--- config.mk ---
export PLATFORM = sky130hd
export DESIGN_NAME = rom_addr_seq22
export DESIGN_NICKNAME = d
export VERILOG_FILES = /design/src/rtl/rom_addr_seq22.sv
export SDC_FILE = /design/constraint.sdc
export NUM_CORES = 1
export LEC_CHECK = 0
export BUFFER_PORTS_ARGS = -buffer_cell sky130_fd_sc_hd__buf_2
export CAP_MARGIN = 20
export CORE_ASPECT_RATIO = 1.4
export CORE_MARGIN = 2
export CORE_UTILIZATION = 55
export CTS_CLUSTER_DIAMETER = 60
export DETAILED_ROUTE_END_ITERATION = 6
export PLACE_DENSITY = 0.95
export SLEW_MARGIN = 15
export SYNTH_ARGS = -nofsm -noshare
export SYNTH_HDL_FRONTEND = slang
export SYNTH_SLANG_ARGS = --single-unit
--- constraint.sdc ---
create_clock -name CLK -period 4.7 [get_ports CLK]
set_clock_uncertainty 0.1 [all_clocks]
set_input_delay 0.705 -clock CLK [delete_from_list [all_inputs] [get_ports CLK]]
set_output_delay 0.705 -clock CLK [all_outputs]
set_load 0.01 [all_outputs]
--- src/rtl/rom_addr_seq22.sv ---
// 22-bit ROM address sequencer: loads a start address and emits a stallable burst.
// Optional 64K page wrap of the increment: define ROM_ADDR_SEQ22_PAGE_WRAP_EN.
module rom_addr_seq22 #(
  parameter int STEP   = 1,
  parameter int ADDR_W = 22
) (
  input  logic              CLK,
  input  logic              nRESET,
  input  logic              LOAD,
  input  logic [ADDR_W-1:0] LOAD_D,
  input  logic [7:0]        BURST_LEN,
  input  logic              START,
  input  logic              STALL,
  output logic [ADDR_W-1:0] ADDR,
  output logic              ADDR_VALID,
  output logic              BUSY,
  output logic              DONE
);

  typedef enum logic [1:0] {
    S_IDLE = 2'd0,
    S_RUN  = 2'd1,
    S_DONE = 2'd2
  } state_t;

  state_t            state_q, state_d;
  logic [ADDR_W-1:0] addr_q, addr_d;
  logic [8:0]        rem_q, rem_d;
  logic [ADDR_W-1:0] addr_inc;

`ifdef ROM_ADDR_SEQ22_PAGE_WRAP_EN
  // Upper bits keep the loaded page; only the low 16 bits count.
  assign addr_inc = {addr_q[ADDR_W-1:16], addr_q[15:0] + 16'(STEP)};
`else
  assign addr_inc = addr_q + ADDR_W'(STEP);
`endif

  always_ff @(posedge CLK or negedge nRESET) begin
    if (!nRESET) begin
      state_q <= S_IDLE;
      addr_q  <= '0;
      rem_q   <= '0;
    end else begin
      state_q <= state_d;
      addr_q  <= addr_d;
      rem_q   <= rem_d;
    end
  end

  always_comb begin
    state_d = state_q;
    addr_d  = addr_q;
    rem_d   = rem_q;
    unique case (state_q)
      S_IDLE: begin
        if (LOAD) begin
          addr_d = LOAD_D;
        end else if (START) begin
          rem_d   = (BURST_LEN == 8'd0) ? 9'd256 : {1'b0, BURST_LEN};
          state_d = S_RUN;
        end
      end
      S_RUN: begin
        if (LOAD) begin
          addr_d  = LOAD_D;
          rem_d   = '0;
          state_d = S_IDLE;
        end else if (!STALL) begin
          addr_d = addr_inc;
          rem_d  = rem_q - 9'd1;
          if (rem_q == 9'd1) state_d = S_DONE;
        end
      end
      S_DONE: begin
        if (LOAD) addr_d = LOAD_D;
        state_d = S_IDLE;
      end
      default: state_d = S_IDLE;
    endcase
  end

  assign ADDR       = addr_q;
  assign ADDR_VALID = (state_q == S_RUN);
  assign BUSY       = (state_q == S_RUN) || (state_q == S_DONE);
  assign DONE       = (state_q == S_DONE);

endmodule

# --- Word level (Yosys, flattened, before mapping) ---
# Cells that the tools add are included.
totals:
  word_cells: 38
  register_bits: 33
  out_inout_bits: 25
  inputBits: 35
op_classes:
  n_reduce_logical: 9
  n_eq_ne: 8
  mux: 16
  add_sub_neg: 2
ops:
  columns: ["operator", "n"]
  rows:
  - ["$mux 22", 3]
  - ["$mux 9", 5]
  - ["$pmux 22 s2", 1]
  - ["$add 22x1->22 const B", 1]
  - ["$pmux 9 s2", 1]
  - ["$mux 2", 5]
  - ["$eq 9x1->1 const B", 1]
  - ["$sub 9x1->9 const B", 1]
  - ["$logic_not 8->1", 1]
  - ["$reduce_and 4->1", 2]
  - ["$ne 2x2->1 const B", 2]
  - ["$pmux 2 s2", 1]
  - ["$reduce_bool 2->1", 2]
  - ["$ne 3x2->1 const B", 1]
  - ["$ne 3x3->1 const B", 1]
  - ["$reduce_and 3->1", 1]
  - ["$eq 2x1->1 const B", 1]
  - ["$eq 2x2->1 const B", 1]
  - ["$logic_not 2->1", 1]
  - ["$ne 2x1->1 const B", 1]
  - ["$reduce_or 2->1", 1]
  - ["$logic_or 1x1->1", 1]

# --- Depth between registers and ports, before layout ---
# Gate-level depths: netlist of the first run.
depth:
  word_depth: 5
  mapped_depth: 9
  ltp_nobuf: 6

# --- Least setup slack after synthesis of the first run ---
# No wires, ideal clock.
synth_timing:
  kind: "register to register"
  startpoint: "register state_q[0]"
  endpoint: "register addr_q[19] (netlist: ADDR[19])"
  path_stages_with_launch: 8
  period_less_slack_ps: 1997
  arrival_ps: 1755
  setup_slack_ps: 2703
  setup_ps: 142
  path_buffers: 2
  t_required_ps: 4458
  cell_sequence: "dfrtp_1 inv_1 ha_1 or3_1 buf_2 buf_6 nor4_1 a211oi_1"
synth_between:
  elab_chain_len: 4
  word_cells_on_any_way: 9
  classes_between: "eq/ne: 4; mux: 1; reduce/logical: 4"
synth_lines:
  columns: ["element", "line", "source"]
  rows:
  - ["from (decl)", "26", "state_t state_q, state_d;"]
  - ["from (signal assigned)", "44", "state_q <= state_d;"]
  - ["$eq 2x2->1 or $logic_not 2->1 (tied branches)", "54", "unique case (state_q)"]
  - ["$reduce_or 2->1 (no line)", null, null]
  - ["$ne 2x1->1 (no line) or $reduce_bool 2->1 (tied branches)", null, null]
  - ["$reduce_and 3->1 (no line)", null, null]
  - ["to (signal assigned)", "45", "addr_q <= addr_d;"]
  - ["to (decl)", "27", "logic [ADDR_W-1:0] addr_q, addr_d;"]
# Parallel ways exist; a longest one is shown, timed or not.
# A chain may end at the register's enable or synchronous reset.

# --- Worst setup path after layout of the first run ---
layout_timing:
  startpoint: "register state_q[0]"
  endpoint: "register addr_q[21] (netlist: ADDR[21])"
# The elaborated chain is that of the path after synthesis.

==> qor.yml, run 1 <==
ys.flop_type: "dfrtp_1"
synthXorXnorAreaFrac: 0
status: "finished clean"
clock_path_buffers: 2
final_util: 0.6676
min_period_over_period: 0.5334
clock-sinks: 33
start_util: 0.5764
ys_ff_latch: 33
hold_buffers: 0
worst_pin_slew_ns: 0.9942
cts_tree: "yes"
num_vias: 2387
max_slew_margin: 0.3372
drv_slew: 0
syn_inst: 262
synth_edf_count: 0
synth_cell_types: 51
grt_start_max_net_pins: 34
grt_pass1_vias: 2152
root_buffer: "clkbuf_8"
drt-total-wl_um: 5921
hold_viol: 0
rows: 27
drt_iter0_drc: 178
wl_per_cell_um: 16.63
finalSetupViolCount: 0
power_switching_uw: 886.0
peakVddDrop_mv: 0.4154
intPower_uw: 940.2
synth_compound_area_frac: 0.2526
pwr-share-clk: 0.122
critPathRequiredTime_ns: 4.83
overflow: 0
post-cts-setup-buffer-count: 0
drc: 0
drive_above_1_share: 0.2268
placed_cell_area_um2: 2552
multi_input_area_um2: 1333
avgSynthCellArea_um2: 8.696
first_pass_iters: 5
synth_top_area_cell: "dfrtp_1"
p_leak_nw: 1.175
die_area_um2: 4681
rsz0062_at_grt: "false"
cts_buffers: 5
worstSetupEndpointType: "register"
synth_top_family_by_area: "compound AO/OA/AOI/OAI gates"
max_freq_ghz: 0.3989
clk_latency_ns: 0.29
power.share.sequential: 0.345
grt_usage: 0.2572
syn_area_um2: 2278
finalCriticalPeriod_ns: 2.507
power_frac_comb: 0.533
critPathLaunchType: "register"
area_delta_synth_final_pct: 15.82
synth_async_sr_flop_share: 1.000
dp_hpwl_um: 4199
antenna_left: 0
synthAdderAreaFrac: 0.03844
fp.dieW_um: 58.40
final_cell_area_um2: 2639
postCtsResizedCells: 0
hp-class: "in2async"
yosys_warnings: 0
regArea_um2: 825.8
gp_congestion: 0.8678
routed_via_density: 6.705
netlist.area_leader.share: 0.3624
fillerInstances: 338
chipHeight_um: 80.16
io_buffers: 59
crit_fanout: 32
synthMuxAreaShare: 0.04009
fp.coreArea_um2: 3953
htree_levels: 2
synth_nets: 304
worstPathArrival_ns: 2.63
io_pins: 60
synth-simple-area-share: 0.2515
final_nets: 355
crit_type: "reg2reg"
fin_tns_setup_ns: 0
yosys-top-cells-area: "dfrtp_1, o21ai_0, a21oi_1"
cts.clk_slew.worst_paths_ns: 0.07
antennaDiodeCount: 0
grt_pass1_wl_um: 9459
power.density_nw_per_um2: 692.1
drv_cap: 0
swShare: 0.4852
antenna_found_initial: 0
seq_area_frac_synth: 0.3624
## area by class of cell
| cell class | count | area share |
|---|---|---|
| Clock buffer | 7 | 0.03272 |
| Multi-Input combinational cell | 203 | 0.5050 |
| Timing Repair Buffer | 60 | 0.1147 |
| Sequential cell | 33 | 0.3129 |
| Inverter | 10 | 0.01422 |
| Tap cell | 43 | 0.02039 |
## kinds of logic after synthesis
| group | Yosys count |
|---|---|
| buf+inv | 26 |
| simple gates | 101 |
| flops | 33 |
| mux | 9 |
| fa+ha+maj | 7 |
| compound gates | 86 |
## final timing paths
kind                                              from              endpoint  slack, ns  cells past startpoint
max in group asynchronous                       nRESET  ADDR[19]$_DFFE_PN0P_       3.64                      1
worst max register to register  state_q[0]$_DFFE_PN0P_  ADDR[21]$_DFFE_PN0P_       2.19                      6
min in group CLK                  rem_q[7]$_DFFE_PN0P_  rem_q[7]$_DFFE_PN0P_       0.41                      1
worst max-delay path            state_q[0]$_DFFE_PN0P_  ADDR[21]$_DFFE_PN0P_       2.19                      6
worst min register to register    rem_q[7]$_DFFE_PN0P_  rem_q[7]$_DFFE_PN0P_       0.41                      1
worst min-delay path                            nRESET   ADDR[3]$_DFFE_PN0P_       0.38                      1
## placed cells by master (no fill, tap or decap), types with 4 or more instances in the layout
master / count
buf_2: 59
dfrtp_1: 33
o21ai_0: 22
a21oi_1: 18
nand2_1: 18
nor2_1: 15
nand3_1: 11
inv_1: 10
nand4_1: 8
mux2i_1: 8
nand2b_1: 7
nor4_1: 7
ha_1: 7
nor3_1: 6
a2bb2oi_1: 6
clkbuf_8: 6
and4_1: 5
o22ai_1: 5
and3_1: 4
and2_1: 4
a211oi_1: 4
a22oi_1: 4
## flip-flops by register name (all words and copies together), names as in the netlist
register  cells
ADDR         22
rem_q         9
state_q       2
## power groups by stage
stage | clock [mW] | sequential, mW | combinational (mW)
finish | 0.223 | 0.630 | 0.973
global placement | 0 | 0.611 | 0.925
CTS | 0.220 | 0.619 | 0.970
floorplan | 0 | 0.616 | 0.693
global route | 0.234 | 0.648 | 1.08
detailed placement | 0 | 0.622 | 0.962
## Yosys cell counts, types with 3 or more instances
cell / number
mux2i_1: 8
o211ai_1: 3
o21ai_0: 22
a311oi_1: 3
nor2_1: 15
a21oi_1: 18
a211oi_1: 4
a32oi_1: 3
nand2b_1: 7
a2bb2oi_1: 6
inv_1: 10
ha_1: 7
nand4_1: 8
and2_1: 4
nand3_1: 11
nor4_1: 7
o22ai_1: 5
buf_4: 3
clkbuf_1: 5
nand2_1: 18
and3_1: 4
a31oi_1: 3
buf_2: 6
a22oi_1: 4
nor3_1: 7
and4_1: 5
dfrtp_1: 33
## stage by stage
stage          hold WS [ns]  power, mW  instances  worst slack, ns
6_report             0.3776      1.826        356            2.193
5_1_grt              0.4103      1.961        356            2.013
4_1_cts              0.4005      1.808        356            2.182
3_5_place_dp         0.3833      1.584        349            2.142
3_3_place_gp         0.3806      1.536        349            2.200
2_1_floorplan        0.3094      1.310        262            2.703
## worst max-delay path, stage by stage (launching register included)
cell and delay [ns]:
dfrtp_1 0.44, inv_1 0.12, ha_1 0.26, or3_1 0.77, nor2_1 0.19, or4b_1 0.45
nand4_1 0.11
## metal layers
metal | global-route usage | part of all wire
met2 | 0.4315 | 0.51
met1 | 0.3029 | 0.38
met5 | 0 | 0
met3 | 0.05153 | 0.089
met4 | 0.1349 | 0.023
Power figures use the tool's default switching activity.
==> run 2: changes to the inputs <==
Settings changed: CORE_UTILIZATION 55 to 48, PLACE_DENSITY 0.95 to 0.89.
Clock period 4.7 ns to 2.27 ns, I/O delays scaled along.
==> qor.yml, run 2 (synthesized netlist as in run 1, its figures left out) <==
io_buffers: 59  # unchanged
overflow: 0  # unchanged
max_slew_margin: 0.4913  # was 0.3372
rsz0062_at_grt: "false"  # unchanged
status: "finished clean"  # unchanged
wl_per_cell_um: 15.86  # was 16.63 um
p_total_mw: 3.914  # was 1.826 mW
dpl_worst_slack_ns: 0.1817  # was 2.142 ns
power.density_nw_per_um2: 1423  # was 692.1 nW/um2
post-cts-setup-buffer-count: 0  # unchanged
p_leak_nw: 1.225  # was 1.175 nW
clock-sinks: 33  # unchanged
drv_cap: 0  # unchanged
grt_pass1_vias: 2291  # was 2152
antenna_left: 0  # unchanged
hold_viol: 0  # unchanged
worstPathArrival_ns: 2.18  # was 2.63 ns
antenna_found_initial: 0  # unchanged
clk_latency_ns: 0.30  # was 0.29 ns
die_area_um2: 5322  # was 4681 um2
rows: 29  # was 27
grt_pass1_wl_um: 10490  # was 9459 um
fin_tns_setup_ns: 0  # unchanged
clock_path_buffers: 2  # unchanged
crit_fanout: 11  # was 32
hold_ws_ns: 0.009447  # was 0.3776 ns
critPathLaunchType: "register"  # unchanged
grt_usage: 0.2453  # was 0.2572
peakVddDrop_mv: 0.7709  # was 0.4154 mV
hold_buffers: 0  # unchanged
htree_levels: 2  # unchanged
final_cell_area_um2: 2750  # was 2639 um2
critPathRequiredTime_ns: 2.35  # was 4.83 ns
root_buffer: "clkbuf_8"  # unchanged
drt-total-wl_um: 6121  # was 5921 um
routed_via_density: 6.088  # was 6.705
worst_pin_slew_ns: 0.7630  # was 0.9942 ns
place_inst: 378  # was 349
cts_buffers: 5  # unchanged
antennaDiodeCount: 0  # unchanged
final_util: 0.6063  # was 0.6676
cts.clk_slew.worst_paths_ns: 0.08  # was 0.07 ns
cts_tree: "yes"  # unchanged
first_pass_iters: 6  # was 5
num_vias: 2350  # was 2387
gp_congestion: 0.8448  # was 0.8678
start_util: 0.5023  # was 0.5764
fp.coreArea_um2: 4536  # was 3953 um2
drc: 0  # unchanged
area_delta_synth_final_pct: 20.70  # was 15.82%
layout_commonest_cell: "buf_2"  # unchanged
max_freq_ghz: 0.4763  # was 0.3989 GHz
drt_iter0_drc: 321  # was 178
finalCriticalPeriod_ns: 2.099  # was 2.507 ns
io_pins: 60  # unchanged
min_period_over_period: 0.9249  # was 0.5334
stdcell_count: 386  # was 356
mostFrequentLayoutCells: "buf_2, dfrtp_1, o21ai_0"  # unchanged
final_nets: 365  # was 355
fp.dieW_um: 62.23  # was 58.40 um
finalSetupViolCount: 0  # unchanged
chipHeight_um: 85.52  # was 80.16 um
setup_ws_ns: 0.1705  # was 2.193 ns
grt_start_max_net_pins: 34  # unchanged
drive_above_1_share: 0.2562  # was 0.2268
placed_cell_area_um2: 2664  # was 2552 um2
dp_hpwl_um: 4476  # was 4199 um
hp-class: "in2async"  # unchanged
largest_reg_flops: 22  # unchanged
postCtsResizedCells: 0  # unchanged
drv_slew: 0  # unchanged
worstSetupEndpointType: "register"  # unchanged
crit_type: "reg2reg"  # unchanged
## run 2: layout make-up
| cell class | count | area, um2 |
|---|---|---|
| clock buffer | 5 | 68.82 |
| clock inverter | 3 | 17.52 |
| fill | 392 | 1785 |
| inverter | 10 | 37.54 |
| multi-input combinational | 203 | 1333 |
| sequential | 33 | 825.8 |
| tap | 62 | 77.57 |
| timing repair buffer | 70 | 390.4 |
## run 2: final timing paths
kind / slack, ns / depth (start not counted) / startpoint / to
setup / recovery: 0.17 / 7 / state_q[0]$_DFFE_PN0P_ / ADDR[16]$_DFFE_PN0P_
min in group CLK: 0.20 / 3 / LOAD_D[1] / ADDR[1]$_DFFE_PN0P_
hold / removal: 0.009 / 1 / nRESET / ADDR[8]$_DFFE_PN0P_
hold reg to reg: 0.41 / 2 / rem_q[1]$_DFFE_PN0P_ / rem_q[1]$_DFFE_PN0P_
setup reg to reg: 0.17 / 7 / state_q[0]$_DFFE_PN0P_ / ADDR[16]$_DFFE_PN0P_
max in group asynchronous: 1.57 / 1 / nRESET / ADDR[15]$_DFFE_PN0P_
## run 2: report_power, final
part	switching (mW)	internal (mW)
Sequential	0.403	0.886
Combinational	1.23	0.940
Clock	0.240	0.212
Total	1.88	2.04
## run 2: critical path, stage by stage (launching register included)
cell and delay [ns]:
dfrtp_1 0.44, inv_1 0.11, ha_1 0.22, or3_1 0.49, buf_4 0.23, and2_0 0.16
mux2i_1 0.15, nand3_1 0.09
## run 2: routing by layer
metal,global-route usage,up-vias,share of wire
li1,-,1118,-
met1,0.2775,1115,0.38
met2,0.4259,103,0.53
met3,0.06037,14,0.069
met4,0.1354,0,0.024
met5,0,-,0
==> run 3: changes to the inputs <==
==> constraint.sdc (replaced) <==
create_clock -name CLK -period 2.27 [get_ports CLK]
set_clock_uncertainty 0.1 [all_clocks]
set_input_delay 0.5675 -clock CLK [delete_from_list [all_inputs] [get_ports CLK]]
set_output_delay 0.5675 -clock CLK [all_outputs]
set_load 0.01 [all_outputs]
==> qor.yml, run 3 (synthesized netlist as in run 1, its figures left out) <==
fp.coreArea_um2: 4536  # unchanged
hold_ws_ns: 0.2469  # was 0.009447 ns
antenna_left: 0  # unchanged
drt_iter0_drc: 287  # was 321
chipHeight_um: 85.52  # unchanged
max_slew_margin: 0.4908  # was 0.4913
path_cells: "inv_1 -> ha_1 -> or3_1 -> buf_4 -> a311oi_1 -> a211oi_1"  # was inv_1 -> ha_1 -> or3_1 -> buf_4 -> and2_0 -> mux2i_1 -> nand3_1
drive_above_1_share: 0.2492  # was 0.2562
layout_commonest_cell: "buf_2"  # unchanged
grt_pass1_vias: 2260  # was 2291
antennaDiodeCount: 0  # unchanged
max_freq_ghz: 0.4725  # was 0.4763 GHz
hp-class: "in2async"  # unchanged
rsz0062_at_grt: "false"  # unchanged
grt_pass1_wl_um: 10520  # was 10490 um
crit_fanout: 15  # was 11
cts.clk_slew.worst_paths_ns: 0.07  # was 0.08 ns
post-cts-setup-buffer-count: 0  # unchanged
stdcell_count: 383  # was 386
final_nets: 362  # was 365
rows: 29  # unchanged
cts_tree: "yes"  # unchanged
num_vias: 2350  # unchanged
drc: 0  # unchanged
drv_slew: 0  # unchanged
fin_tns_setup_ns: 0  # unchanged
clock_path_buffers: 2  # unchanged
finalSetupViolCount: 0  # unchanged
htree_levels: 2  # unchanged
largest_reg_flops: 22  # unchanged
antenna_found_initial: 0  # unchanged
critPathLaunchType: "register"  # unchanged
overflow: 0  # unchanged
clk_latency_ns: 0.29  # was 0.30 ns
die_area_um2: 5322  # unchanged
gp_congestion: 0.8595  # was 0.8448
cts_buffers: 5  # unchanged
critPathRequiredTime_ns: 2.33  # was 2.35 ns
worstSetupEndpointType: "register"  # unchanged
drv_cap: 0  # unchanged
clock-sinks: 33  # unchanged
fp.dieW_um: 62.23  # unchanged
worstPathArrival_ns: 2.17  # was 2.18 ns
hold_viol: 0  # unchanged
cpLargestDelayFamily: "flip-flops"  # was simple AND/OR/NAND/NOR gates
wl_per_cell_um: 16.28  # was 15.86 um
swShare: 0.4787  # was 0.4796
power_switching_mw: 1.869  # was 1.877 mW
worst_pin_slew_ns: 0.7638  # was 0.7630 ns
critPathSlowestCell: "dfrtp_1"  # was or3_1
crit_type: "reg2reg"  # unchanged
finalCriticalPeriod_ns: 2.116  # was 2.099 ns
p_leak_nw: 1.217  # was 1.225 nW
dp_hpwl_um: 4514  # was 4476 um
drt-total-wl_um: 6237  # was 6121 um
first_pass_iters: 4  # was 6
io_pins: 60  # unchanged
grt_usage: 0.2461  # was 0.2453
power.share.sequential: 0.331  # was 0.329
mostFrequentLayoutCells: "buf_2, dfrtp_1, o21ai_0"  # unchanged
path_buf_inv: 2  # unchanged
root_buffer: "clkbuf_8"  # unchanged
grt_start_max_net_pins: 34  # unchanged
worst-r2r-setup-slack_ns: 0.15  # was 0.17 ns
place_inst: 375  # was 378
peakVddDrop_mv: 0.7236  # was 0.7709 mV
pwr-share-clk: 0.111  # was 0.116
intPower_mw: 2.036  # was 2.037 mW
cp_slowest_stage_delay_ns: 0.44  # was 0.49 ns
power_frac_comb: 0.558  # was 0.555
start_util: 0.5023  # unchanged
status: "finished clean"  # unchanged
min_period_over_period: 0.9323  # was 0.9249
area_delta_synth_final_pct: 20.37  # was 20.70%
power.density_nw_per_um2: 1424  # was 1423 nW/um2
routed_via_density: 6.136  # was 6.088
io_buffers: 59  # unchanged
[run 3: changes by cell type in the layout (fill, tap and decap cells not counted), sizes merged]
| cell | change |
|---|---|
| buf | -3 |
| clkbuf | +1 |
| clkinvlp | -1 |
[run 3: worst paths after layout]
path,depth (start not counted),endpoint,from
min in group CLK,1,rem_q[7]$_DFFE_PN0P_,rem_q[7]$_DFFE_PN0P_
hold reg to reg,1,rem_q[7]$_DFFE_PN0P_,rem_q[7]$_DFFE_PN0P_
max in group asynchronous,1,ADDR[15]$_DFFE_PN0P_,nRESET
hold / removal,1,ADDR[10]$_DFFE_PN0P_,nRESET
setup reg to reg,6,ADDR[19]$_DFFE_PN0P_,state_q[0]$_DFFE_PN0P_
setup / recovery,6,ADDR[19]$_DFFE_PN0P_,state_q[0]$_DFFE_PN0P_
[run 3: power groups by stage]
stage / registers, mW / clock network, mW / logic [mW]
finish: 1.29 / 0.434 / 2.18
global route: 1.35 / 0.467 / 2.40
CTS: 1.27 / 0.442 / 2.17
detailed placement: 1.28 / 0 / 2.15
global placement: 1.26 / 0 / 2.08
floorplan: 1.28 / 0 / 1.44
[run 3: per-layer routing]
| metal | vias up | part of all wire | global-route usage |
|---|---|---|---|
| li1 | 1121 | - | - |
| met2 | 93 | 0.53 | 0.4585 |
| met1 | 1118 | 0.38 | 0.2725 |
| met4 | 0 | 0.025 | 0.09091 |
| met5 | - | 0 | 0 |
| met3 | 18 | 0.066 | 0.05774 |
[run 3: final cells by class]
cell class / instances / area, um2
tap: 62 / 77.57
sequential: 33 / 825.8
inverter: 10 / 37.54
clock buffer: 6 / 72.57
clock inverter: 2 / 10.01
fill: 393 / 1793
timing repair buffer: 67 / 380.4
multi-input combinational: 203 / 1339
[run 3: worst register-to-register path: stages, from the launching register on]
cell and delay [ns]:
dfrtp_1 0.44, inv_1 0.12, ha_1 0.28, or3_1 0.44, buf_4 0.22, a311oi_1 0.32, a211oi_1 0.09
[run 3: what timing repair did]
action | CTS | global route
resized for setup | 0 | 1
setup endpoints to repair | 0 | 1
hold buffers | 0 | 0
[run 3: per-stage QoR]
stage / utilization / cell area (um2) / worst slack [ns] / power, mW
after floorplan: - / 2278 / 0.2729 / 2.711
after global routing: 0.6047 / 2743 / 0.02295 / 4.222
final: 0.6047 / 2743 / 0.1536 / 3.905
after global placement: 0.5851 / 2654 / 0.2697 / 3.341
after detailed placement: 0.5851 / 2654 / 0.1977 / 3.435
after CTS: 0.6033 / 2736 / 0.1729 / 3.888
